$ cat src/rtl/clk_meter.sv
// Clock measurement block: synchronizes an asynchronous clock-like input and
// reports the high time, low time and period of each complete cycle in
// system-clock cycles, with saturation flags for stuck or very slow inputs.
module clk_meter #(
  parameter int unsigned CNT_W = 16
) (
  input  logic             clock,
  input  logic             reset,
  input  logic             enable,
  input  logic             sig_in,
  output logic [CNT_W-1:0] high_cnt,
  output logic [CNT_W-1:0] low_cnt,
  output logic [CNT_W:0]   period_cnt,
  output logic             meas_valid,
  output logic             overflow,
  output logic             stalled
);

  localparam logic [CNT_W-1:0] CntMax = '1;
  localparam logic [CNT_W-1:0] CntOne = {{(CNT_W-1){1'b0}}, 1'b1};

  typedef enum logic [1:0] {StIdle, StHigh, StLow} state_t;

  state_t           state_q, state_d;
  logic [CNT_W-1:0] hcnt_q, hcnt_d;
  logic [CNT_W-1:0] lcnt_q, lcnt_d;
  logic             sat_q, sat_d;
  logic             s1_q, s_q, sd_q;
  logic             rise, fall;
  logic             report;
  logic [CNT_W-1:0] hcnt_inc, lcnt_inc;

  // Two-flop synchronizer plus edge-detect register; runs regardless of enable.
  always_ff @(posedge clock or posedge reset) begin
    if (reset) begin
      s1_q <= 1'b0;
      s_q  <= 1'b0;
      sd_q <= 1'b0;
    end else begin
      s1_q <= sig_in;
      s_q  <= s1_q;
      sd_q <= s_q;
    end
  end

  assign rise = s_q & ~sd_q;
  assign fall = ~s_q & sd_q;

  // Saturating increments: counters stick at all-ones instead of wrapping.
  assign hcnt_inc = (hcnt_q == CntMax) ? hcnt_q : hcnt_q + CntOne;
  assign lcnt_inc = (lcnt_q == CntMax) ? lcnt_q : lcnt_q + CntOne;

  // Next-state and counter update; enable low overrides everything.
  always_comb begin
    state_d = state_q;
    hcnt_d  = hcnt_q;
    lcnt_d  = lcnt_q;
    sat_d   = sat_q;
    report  = 1'b0;
    if (!enable) begin
      state_d = StIdle;
      hcnt_d  = '0;
      lcnt_d  = '0;
      sat_d   = 1'b0;
    end else begin
      unique case (state_q)
        StIdle: begin
          // First partial phase is never measured: only a rise arms the meter.
          hcnt_d = '0;
          lcnt_d = '0;
          sat_d  = 1'b0;
          if (rise) begin
            state_d = StHigh;
            hcnt_d  = CntOne;
          end
        end
        StHigh: begin
          if (fall) begin
            state_d = StLow;
            lcnt_d  = CntOne;
          end else begin
            hcnt_d = hcnt_inc;
            sat_d  = sat_q | (hcnt_inc == CntMax);
          end
        end
        StLow: begin
          if (rise) begin
            report  = 1'b1;
            state_d = StHigh;
            hcnt_d  = CntOne;
            lcnt_d  = '0;
            sat_d   = 1'b0;
          end else begin
            lcnt_d = lcnt_inc;
            sat_d  = sat_q | (lcnt_inc == CntMax);
          end
        end
        default: begin
          state_d = StIdle;
          hcnt_d  = '0;
          lcnt_d  = '0;
          sat_d   = 1'b0;
        end
      endcase
    end
  end

  // FSM state and running counters.
  always_ff @(posedge clock or posedge reset) begin
    if (reset) begin
      state_q <= StIdle;
      hcnt_q  <= '0;
      lcnt_q  <= '0;
      sat_q   <= 1'b0;
    end else begin
      state_q <= state_d;
      hcnt_q  <= hcnt_d;
      lcnt_q  <= lcnt_d;
      sat_q   <= sat_d;
    end
  end

  // Result registers: latched on each completed period, held otherwise.
  always_ff @(posedge clock or posedge reset) begin
    if (reset) begin
      high_cnt   <= '0;
      low_cnt    <= '0;
      period_cnt <= '0;
      overflow   <= 1'b0;
      meas_valid <= 1'b0;
    end else begin
      meas_valid <= report;
      if (report) begin
        high_cnt   <= hcnt_q;
        low_cnt    <= lcnt_q;
        period_cnt <= {1'b0, hcnt_q} + {1'b0, lcnt_q};
        overflow   <= sat_q;
      end
    end
  end

  assign stalled = ((state_q == StHigh) && (hcnt_q == CntMax)) ||
                   ((state_q == StLow)  && (lcnt_q == CntMax));

endmodule

$ cat config.mk
export PLATFORM = sky130hd
export DESIGN_NAME = clk_meter
export DESIGN_NICKNAME = d
export VERILOG_FILES = /design/src/rtl/clk_meter.sv
export SDC_FILE = /design/constraint.sdc
export NUM_CORES = 1
export LEC_CHECK = 0
export BUFFER_PORTS_ARGS = -buffer_cell sky130_fd_sc_hd__buf_2
export CORE_MARGIN = 4
export CORE_UTILIZATION = 59
export CTS_BUF_LIST = sky130_fd_sc_hd__clkbuf_8 sky130_fd_sc_hd__clkbuf_16
export CTS_CLUSTER_DIAMETER = 60
export CTS_CLUSTER_SIZE = 25
export DETAILED_ROUTE_END_ITERATION = 8
export GPL_TIMING_DRIVEN = 1
export PLACE_DENSITY = 0.8
export SYNTH_ARGS = -nofsm -noshare
export SYNTH_HDL_FRONTEND = slang
export SYNTH_SLANG_ARGS = --single-unit
$ cat constraint.sdc
create_clock -name clock -period 3.3 [get_ports clock]
set_clock_uncertainty 0.2 [all_clocks]
set_input_delay 0.165 -clock clock [delete_from_list [all_inputs] [get_ports clock]]
set_output_delay 0.165 -clock clock [all_outputs]
set_load 0.01 [all_outputs]
# After elaboration in Yosys (flattened, before gate mapping)

Cells that the tools add are included.

Register bits after elaboration: 89
Bits of input ports: 4

$add $sub $neg: 3
Equal/unequal tests: 10
Mux-type cells: 22
Bitwise operators: 6
Reductions and logical operators: 7

Operators by type and width:

| kind                                                                   | count |
|---|---|
| 16-bit 2-to-1 mux                                                      | 8 |
| 16-bit equality test (second input constant)                           | 4 |
| 16-bit case mux with 3 select lines                                    | 1 |
| 16-bit by 1-bit adder with 16-bit output (second input constant)       | 2 |
| 16-bit case mux with 2 select lines                                    | 1 |
| 16-bit by 16-bit adder with 17-bit output                              | 1 |
| 3-bit != test (second input constant)                                  | 3 |
| 1-bit 2-to-1 mux                                                       | 7 |
| 2-bit 2-to-1 mux                                                       | 3 |
| 2-bit case mux with 2 select lines                                     | 1 |
| 2-bit AND reduction                                                    | 2 |
| 3-bit by 2-bit != test with 1-bit output (second input constant)       | 1 |
| 1-bit bitwise AND                                                      | 2 |
| 2-bit by 1-bit equality test with 1-bit output (second input constant) | 1 |
| 2-bit equality test (second input constant)                            | 1 |
| 1-bit logical AND                                                      | 2 |
| 2-bit zero test                                                        | 1 |
| 1-bit inverter                                                         | 2 |
| 1-bit OR                                                               | 2 |
| 1-bit case mux with 2 select lines                                     | 1 |
| 2-bit OR reduction                                                     | 1 |
| 1-bit logical OR                                                       | 1 |

# Depth between registers and ports, before layout

Gate-level depths: netlist of run 1.

Word-level depth: 7
Gate-level depth with buffers: 10

# Worst setup path before layout of run 1

OpenSTA, ideal clock, no wires.

Kind: reg2reg
Start point: reg lcnt_q[0]
End point: reg period_cnt[16]
Arrival time: 2.476 ns
Required time: 2.971 ns
Setup slack: 0.494 ns
Stages on the path, launching flop included: 11
Buffers on the path: 0
Period minus slack after synthesis: 2.806 ns
Path through: dfrtp_1 -> ha_1 -> inv_1 -> fa_1 -> nor2b_1 -> o31ai_1 -> a211oi_1 -> o311a_1 -> o41ai_1 -> o21ai_1 -> o41a_1

Cells in the longest elaborated chain, start to end: 1

RTL lines:

| element                                   | line | source |
|---|---|---|
| start: declaration                        | 26   | `logic [CNT_W-1:0] lcnt_q, lcnt_d;` |
| start signal: assignment                  | 118  | `lcnt_q <= lcnt_d;` |
| 16-bit by 16-bit adder with 17-bit output | 136  | `period_cnt <= {1'b0, hcnt_q} + {1'b0, lcnt_q};` |
| end signal: assignment                    | 136  |  |
| end: declaration                          | 13   | `output logic [CNT_W:0] period_cnt,` |

Every way passes these cells.
A chain may end at the register's enable or synchronous reset.

# Final worst setup path of run 1

Start point: reg hcnt_q[0]
End point: reg period_cnt[16]

Cells in the longest elaborated chain, start to end: 1

RTL lines:

| element                                   | line | source |
|---|---|---|
| start: declaration                        | 25   | `logic [CNT_W-1:0] hcnt_q, hcnt_d;` |
| start signal: assignment                  | 117  | `hcnt_q <= hcnt_d;` |
| 16-bit by 16-bit adder with 17-bit output | 136  |  |

Every way passes these cells.

==> results of run 1 <==
## flip-flops by register name (all words and copies together), names as in the netlist, 2 cells and up
signal / count
period_cnt: 17
high_cnt: 16
state_q: 2
lcnt_q: 16
hcnt_q: 16
low_cnt: 16
## worst max-delay path, stage by stage (launching register included)
cell and delay [ns]:
dfrtp_1 0.47, ha_1 0.25, inv_1 0.08, fa_1 0.21
nor2b_1 0.08, o31ai_2 0.29, a211oi_1 0.17, o311a_1 0.38
o41ai_2 0.33, o21ai_1 0.16, o41a_1 0.32
## repair_timing
| action | 4_1_cts | 5_1_grt |
|---|---|---|
| gates resized for setup | 0 | 2 |
| hold buffers | 3 | 0 |
| setup endpoints to repair | 0 | 3 |
| hold endpoints to repair | 19 | 0 |
## power breakdown
group	internal [µW]	switching, µW	leakage, µW
Clock	435	419	0.000115
Combinational	41.9	80.6	0.00154
Sequential	1100	12.4	0.00123
## stage by stage
stage / instances / total power [µW] / instance area [µm²] / hold slack [ns]
after global routing: 782 / 2170 / 5900 / 0.186
after floorplan: 616 / 1220 / 5230 / -0.00357
after global placement: 763 / 1250 / 5630 / 0.0753
after detailed placement: 763 / 1260 / 5630 / 0.0795
final: 782 / 2090 / 5900 / 0.167
after CTS: 782 / 2110 / 5880 / 0.172
## logic make-up after synthesis
kind of cell	after synthesis
and+or+nand+nor	262
xor gates and xnor gates	14
adders and majority gates	24
AOI/OAI and AO/OA	173
muxes	2
DFF	89
buffers and inverters	52
## final cells by class
type	count	area (µm²)
multi-input cells	475	2810
well taps	108	135
flip-flops and latches	89	2230
clock inverters	7	100
fillers	746	2780
repair buffers	74	425
inverters	20	76.3
clock buffers	9	124
## cell usage in the layout (no fill, tap or decap), types with 9 or more instances in the layout
cell / n
ha_1: 23
a21oi_1: 32
clkbuf_8: 9
nand3_1: 23
o21ai_0: 62
dfrtp_1: 89
nand4_1: 10
buf_4: 16
buf_2: 55
inv_1: 18
a31oi_1: 12
nor2_1: 29
xnor2_1: 9
nor3_1: 18
nand2_1: 137
o31ai_1: 9
## worst max-delay path by stage
stage	slack, ns	end	start
floorplan	0.49	period_cnt[16]	lcnt_q[0]
global placement	0.25	period_cnt[16]	lcnt_q[0]
detailed placement	0.13	period_cnt[16]	lcnt_q[0]
CTS	0.02	period_cnt[16]	hcnt_q[0]
global route	0.03	period_cnt[13]	lcnt_q[4]
finish	0.25	period_cnt[16]	hcnt_q[0]
## routing by layer
| layer | vias to the layer above | part of all wire |
|---|---|---|
| met1 | 2284 | 0.45 |
| li1 | 2311 | - |
| met4 | 0 | 0.020 |
| met3 | 27 | 0.064 |
| met2 | 198 | 0.46 |
| met5 | - | 0 |
==> qor.yml, run 1 <==
antenna_found_initial: 0
via_count: 4820
clk_pin_slew_worst_paths_ns: 0.10
grt_use_total: 0.278
ys.flop_type: "dfrtp_1"
die_y_um: 102
drv_cap: 0
design.core.area_um2: 8680
rrSetupSlack_ns: 0.25
start_util: 0.602
grt_max_degree: 90
diodes: 0
root_buffer: "clkbuf_8"
cts_buffer_depth: 2
vias_per_cell: 6.16
routed_wl_mm: 13.7
cp-end-kind: "flip-flop"
slew_violations: 0
cp_max_fo: 7
worstPathRequired_ns: 3.35
place_hpwl_mm: 9.80
synth_compound_area_frac: 0.207
drc_errors: 0
max_slew_margin: 0.264
synth_top_family_by_area: "simple AND/OR/NAND/NOR gates"
dieArea_um2: 10400
grt_pass1_wl_mm: 22.9
synth.top_cell.area_share: 0.426
gr-max-usage-layer: "met2"
synthTopCellsByCount: "137 x nand2_1, 89 x dfrtp_1, 62 x o21ai_0"
reg2reg_from: "hcnt_q[0]"
final_nets: 697
critical_path_class: "reg -> reg"
io_pins: 56
ys_seq_elements: 89
setup_violations: 0
globalplace.congestion: 0.932
ys_warn_count: 0
fin_util: 0.679
p_leak_uw: 0.00289
synth_area_leaders: "dfrtp_1 43%, nand2_1 9.8%, o21ai_0 5.9%, ha_1 5.5%, a21oi_1 3.1%"
fin_crit_sh: 0.925
cts_tree: "done"
hold_viol: 0
synthesis.nets: 644
power.ir.vdd_worst_v: 0.000328
rows: 34
met1_usage: 0.398
status: "finished clean"
drtPass1Iterations: 5
ant_nets: 0
syn_to_final_growth_pct: 12.8
cp.arrival_ns: 3.10
htreeDepth: 3
synthMuxAreaShare: 0.00407
ys_types: 62
drive_gt1_frac: 0.150
grt-ovfl-total: 0
rsz0062_at_grt: "false"
min_path_type: "reg -> reg"
async_reset_ff_frac: 1.00
port_buffers: 55
numCtsBuffers: 9
synthCells: 616
avgSynthCellArea_um2: 8.48
clock_sinks: 89
synth-edff-count: 0
yosys.area.top_type: "dfrtp_1"
finalSetupTns_ns: 0
dp_slack_ns: 0.126
p_per_area_nw_per_um2: 355
yosys.area_share.simple: 0.240
reg2reg_to: "period_cnt[16]"
synthXorXnorAreaFrac: 0.0235
r2r_cells: 10
drt-initial-drc-count: 428
layout_min_cycle_time_ns: 3.05
tightest_slew_ns: 1.10
met3_usage: 0.0403
hold_end: "s_q"
use_met2: 0.436
fmax_mhz: 328
die-width_um: 102
start_kind: "flip-flop"
synth_fa_ha_area_frac: 0.0589
setup_ws_ns: 0.247
synth_most_common_cell: "nand2_1"
hold_path_depth: 0
clkLatencyLatePin_ns: 0.36
worstHoldStart: "s1_q"
yosysSeqAreaShare: 0.426
routedWlPerCell_um: 17.5
netlist_area_um2: 5230
post_cts_buffers: 0
grt_pass1_vias: 4512
Power figures use the tool's default switching activity.
==> inputs of run 2 (changes only) <==
ABC_AREA = 1   (was not set)
==> run 2 against run 1 <==
Net effect: via count up 0.21%; clock power down 5.4%; clock-buffer cell count rose by 2; sequential cell count is the same; hold slack lost 0.059 ns; die area up 0.80%; setup slack gained 0.22 ns; synthesized area increased by 0.86%; maximum frequency grew 7.7%.
==> qor.yml, run 2 <==
status: "finished clean"
io_pins: 56  # unchanged
placed_area_um2: 5630  # about the same
die_y_um: 103  # +0.40%
cp_top_family: "simple AND/OR/NAND/NOR gates"
grt_max_degree: 78  # -13%
layout_min_cycle_time_ns: 2.84  # -0.217 ns
synth.top_cell.area_share: 0.423  # -0.00364
fin_crit_sh: 0.859  # -0.0659
grt_pass1_wl_mm: 21.9  # -4.3%
fin_area_um2: 5880  # -0.25%
design.core.area_um2: 8720  # +0.49%
p_clk_frac: 0.293  # -0.115
htreeDepth: 3  # unchanged
netlist_area_um2: 5270  # +0.86%
setup_violations: 0  # unchanged
crit_buf_inv: 1  # unchanged
final_common_cell: "nand2_1"
power.ir.vdd_worst_v: 0.000275  # -16%
ys_warn_count: 0  # unchanged
cp-end-kind: "output pin"
cp_max_fo: 6  # -1
max_slew_margin: 0.300  # +0.0366
place_hpwl_mm: 10.0  # +2.3%
max_stage_delay_ns: 0.48  # about the same
ys_seq_elements: 89  # unchanged
crit_path_start: "lcnt_q[0]"
fmax_mhz: 353  # +7.7%
switchingPower_uw: 852  # +66%
synthTopCellsByCount: "183 x nand2_1, 89 x dfrtp_1, 83 x inv_1"
routedWlPerCell_um: 15.2  # -13%
slowest_stage: "dfrtp_1"
numCtsBuffers: 9  # unchanged
rsz0062_at_grt: "false"
final_nets: 779  # +12%
tightest_slew_ns: 1.05  # -0.0565 ns
clkLatencyLatePin_ns: 0.36  # about the same
synth_area_leaders: "dfrtp_1 42%, nand2_1 13%, inv_1 5.9%, o21ai_0 5.5%, ha_1 5.5%"
via_count: 4830  # +0.21%
drc_errors: 0  # unchanged
grt-ovfl-total: 0  # unchanged
p_per_area_nw_per_um2: 469  # +32%
drive_gt1_frac: 0.148  # -0.00170
synthCells: 695  # +13%
yosysSeqAreaShare: 0.423  # -0.00364
cts_tree: "done"
dp_slack_ns: 0.148  # +0.0228 ns
synthesis.nets: 723  # +12%
drt-initial-drc-count: 261  # -39%
vias_per_cell: 5.59  # -9.3%
regMostFlops: "period_cnt"
start_util: 0.604  # +0.00223
rows: 34  # unchanged
grt_pass1_vias: 4577  # +1.4%
p_leak_uw: 0.00284  # -1.7%
ant_nets: 0  # unchanged
mostFrequentLayoutCells: "183 x nand2_1, 89 x dfrtp_1, 81 x inv_1, 58 x nor2_1, 58 x o21ai_0"
min_path_type: "in -> async"
grt_use_total: 0.262  # -0.0153
ys.flop_type: "dfrtp_1"
cts_buffer_depth: 2  # unchanged
slew_violations: 0  # unchanged
globalplace.congestion: 0.965  # +3.5%
dieArea_um2: 10500  # +0.80%
drtPass1Iterations: 5  # unchanged
avgSynthCellArea_um2: 7.58  # -11%
root_buffer: "clkbuf_8"
syn_to_final_growth_pct: 11.6
hold_viol: 0  # unchanged
port_buffers: 55  # unchanged
p_int_uw: 1910  # +21%
cp.arrival_ns: 2.47  # -0.63 ns
swShare: 0.309  # +0.0640
routed_wl_mm: 13.2  # -4.0%
seq_power_share: 0.502  # -0.031
ys_types: 39  # -37%
reg2reg_from: "state_q[1]"
worstPathRequired_ns: 2.93  # -0.42 ns
crit_path_cell_trace: "ha_1 > nand3_1 > nor2_1 > nand4_1 > o21ai_0 > buf_2"
clk_pin_slew_worst_paths_ns: 0.09  # about the same
diodes: 0  # unchanged
synth-edff-count: 0  # unchanged
critical_path_class: "reg -> out"
largest_reg_flops: 17  # unchanged
start_kind: "flip-flop"
finalSetupTns_ns: 0  # unchanged
yosys.area.top_type: "dfrtp_1"
synth_most_common_cell: "nand2_1"
die-width_um: 103  # +0.40%
antenna_found_initial: 0  # unchanged
combinationalPowerShare: 0.205  # +0.146
setup_ws_ns: 0.464  # +0.217 ns
drv_cap: 0  # unchanged
async_reset_ff_frac: 1.00  # unchanged
clock_sinks: 89  # unchanged
==> run 2: timing repair <==
action                                  in CTS  in global routing
resized for setup                            0                  1
endpoints found under the setup margin       0                  6
endpoints found under the hold margin       25                  0
setup buffers                                0                  0
hold buffers                                 3                  0
==> run 2: power groups by stage <==
stage,registers (µW),clock network [µW],logic [µW]
after floorplan,1490,0,226
after global placement,1390,0,564
after detailed placement,1410,0,575
after CTS,1390,817,578
after global routing,1410,868,642
final,1390,808,566
==> run 2: metrics by stage <==
stage | instances | power, µW | util | hold WS (ns)
after CTS | 864 | 2780 | 0.674 | 0.109
after detailed placement | 845 | 1980 | 0.646 | -0.0397
after global routing | 864 | 2920 | 0.674 | 0.143
final | 864 | 2760 | 0.674 | 0.108
after floorplan | 695 | 1710 | - | -0.00357
after global placement | 845 | 1960 | 0.646 | -0.0512
==> run 2: kinds of logic (layout without fill, tap and decap cells) <==
kind of cell	count (synthesis)	count (layout)	synth area share
flops	89	89	0.423
xor+xnor	8	8	0.0133
compound gates	131	131	0.140
simple gates	338	338	0.288
buf+inv	105	166	0.0781
fa+ha+maj	24	24	0.0584
==> run 2: metal layers <==
layer | GRT usage | routed length, µm | vias up
li1 | - | - | 2404
met1 | 0.379 | 6190 | 2260
met2 | 0.419 | 6070 | 152
met3 | 0.0365 | 806 | 14
met4 | 0.0646 | 104 | 0
met5 | 0 | 0 | -
==> run 2: worst paths after layout <==
check / slack, ns / to / cells after the start
hold reg to reg: 0.16 / s_q / 0
setup / recovery: 0.46 / stalled / 6
max in group asynchronous: 1.99 / lcnt_q[11] / 4
hold / removal: 0.11 / high_cnt[11] / 3
min in group clock: 0.16 / s_q / 0
setup reg to reg: 0.49 / lcnt_q[0] / 8
==> run 2: area by class of cell <==
class                   instances  area, µm²
fillers                       770       2840
multi-input cells             501       2640
flip-flops and latches         89       2230
repair buffers                 62        335
inverters                      88        334
clock buffers                  11        151
well taps                     108        135
clock inverters                 5       61.3
==> run 2: tightest hold or removal path, cell delays in order <==
cell           delay, ns
dlygate4sd3_1       0.53
buf_2               0.12
clkinv_2            0.27
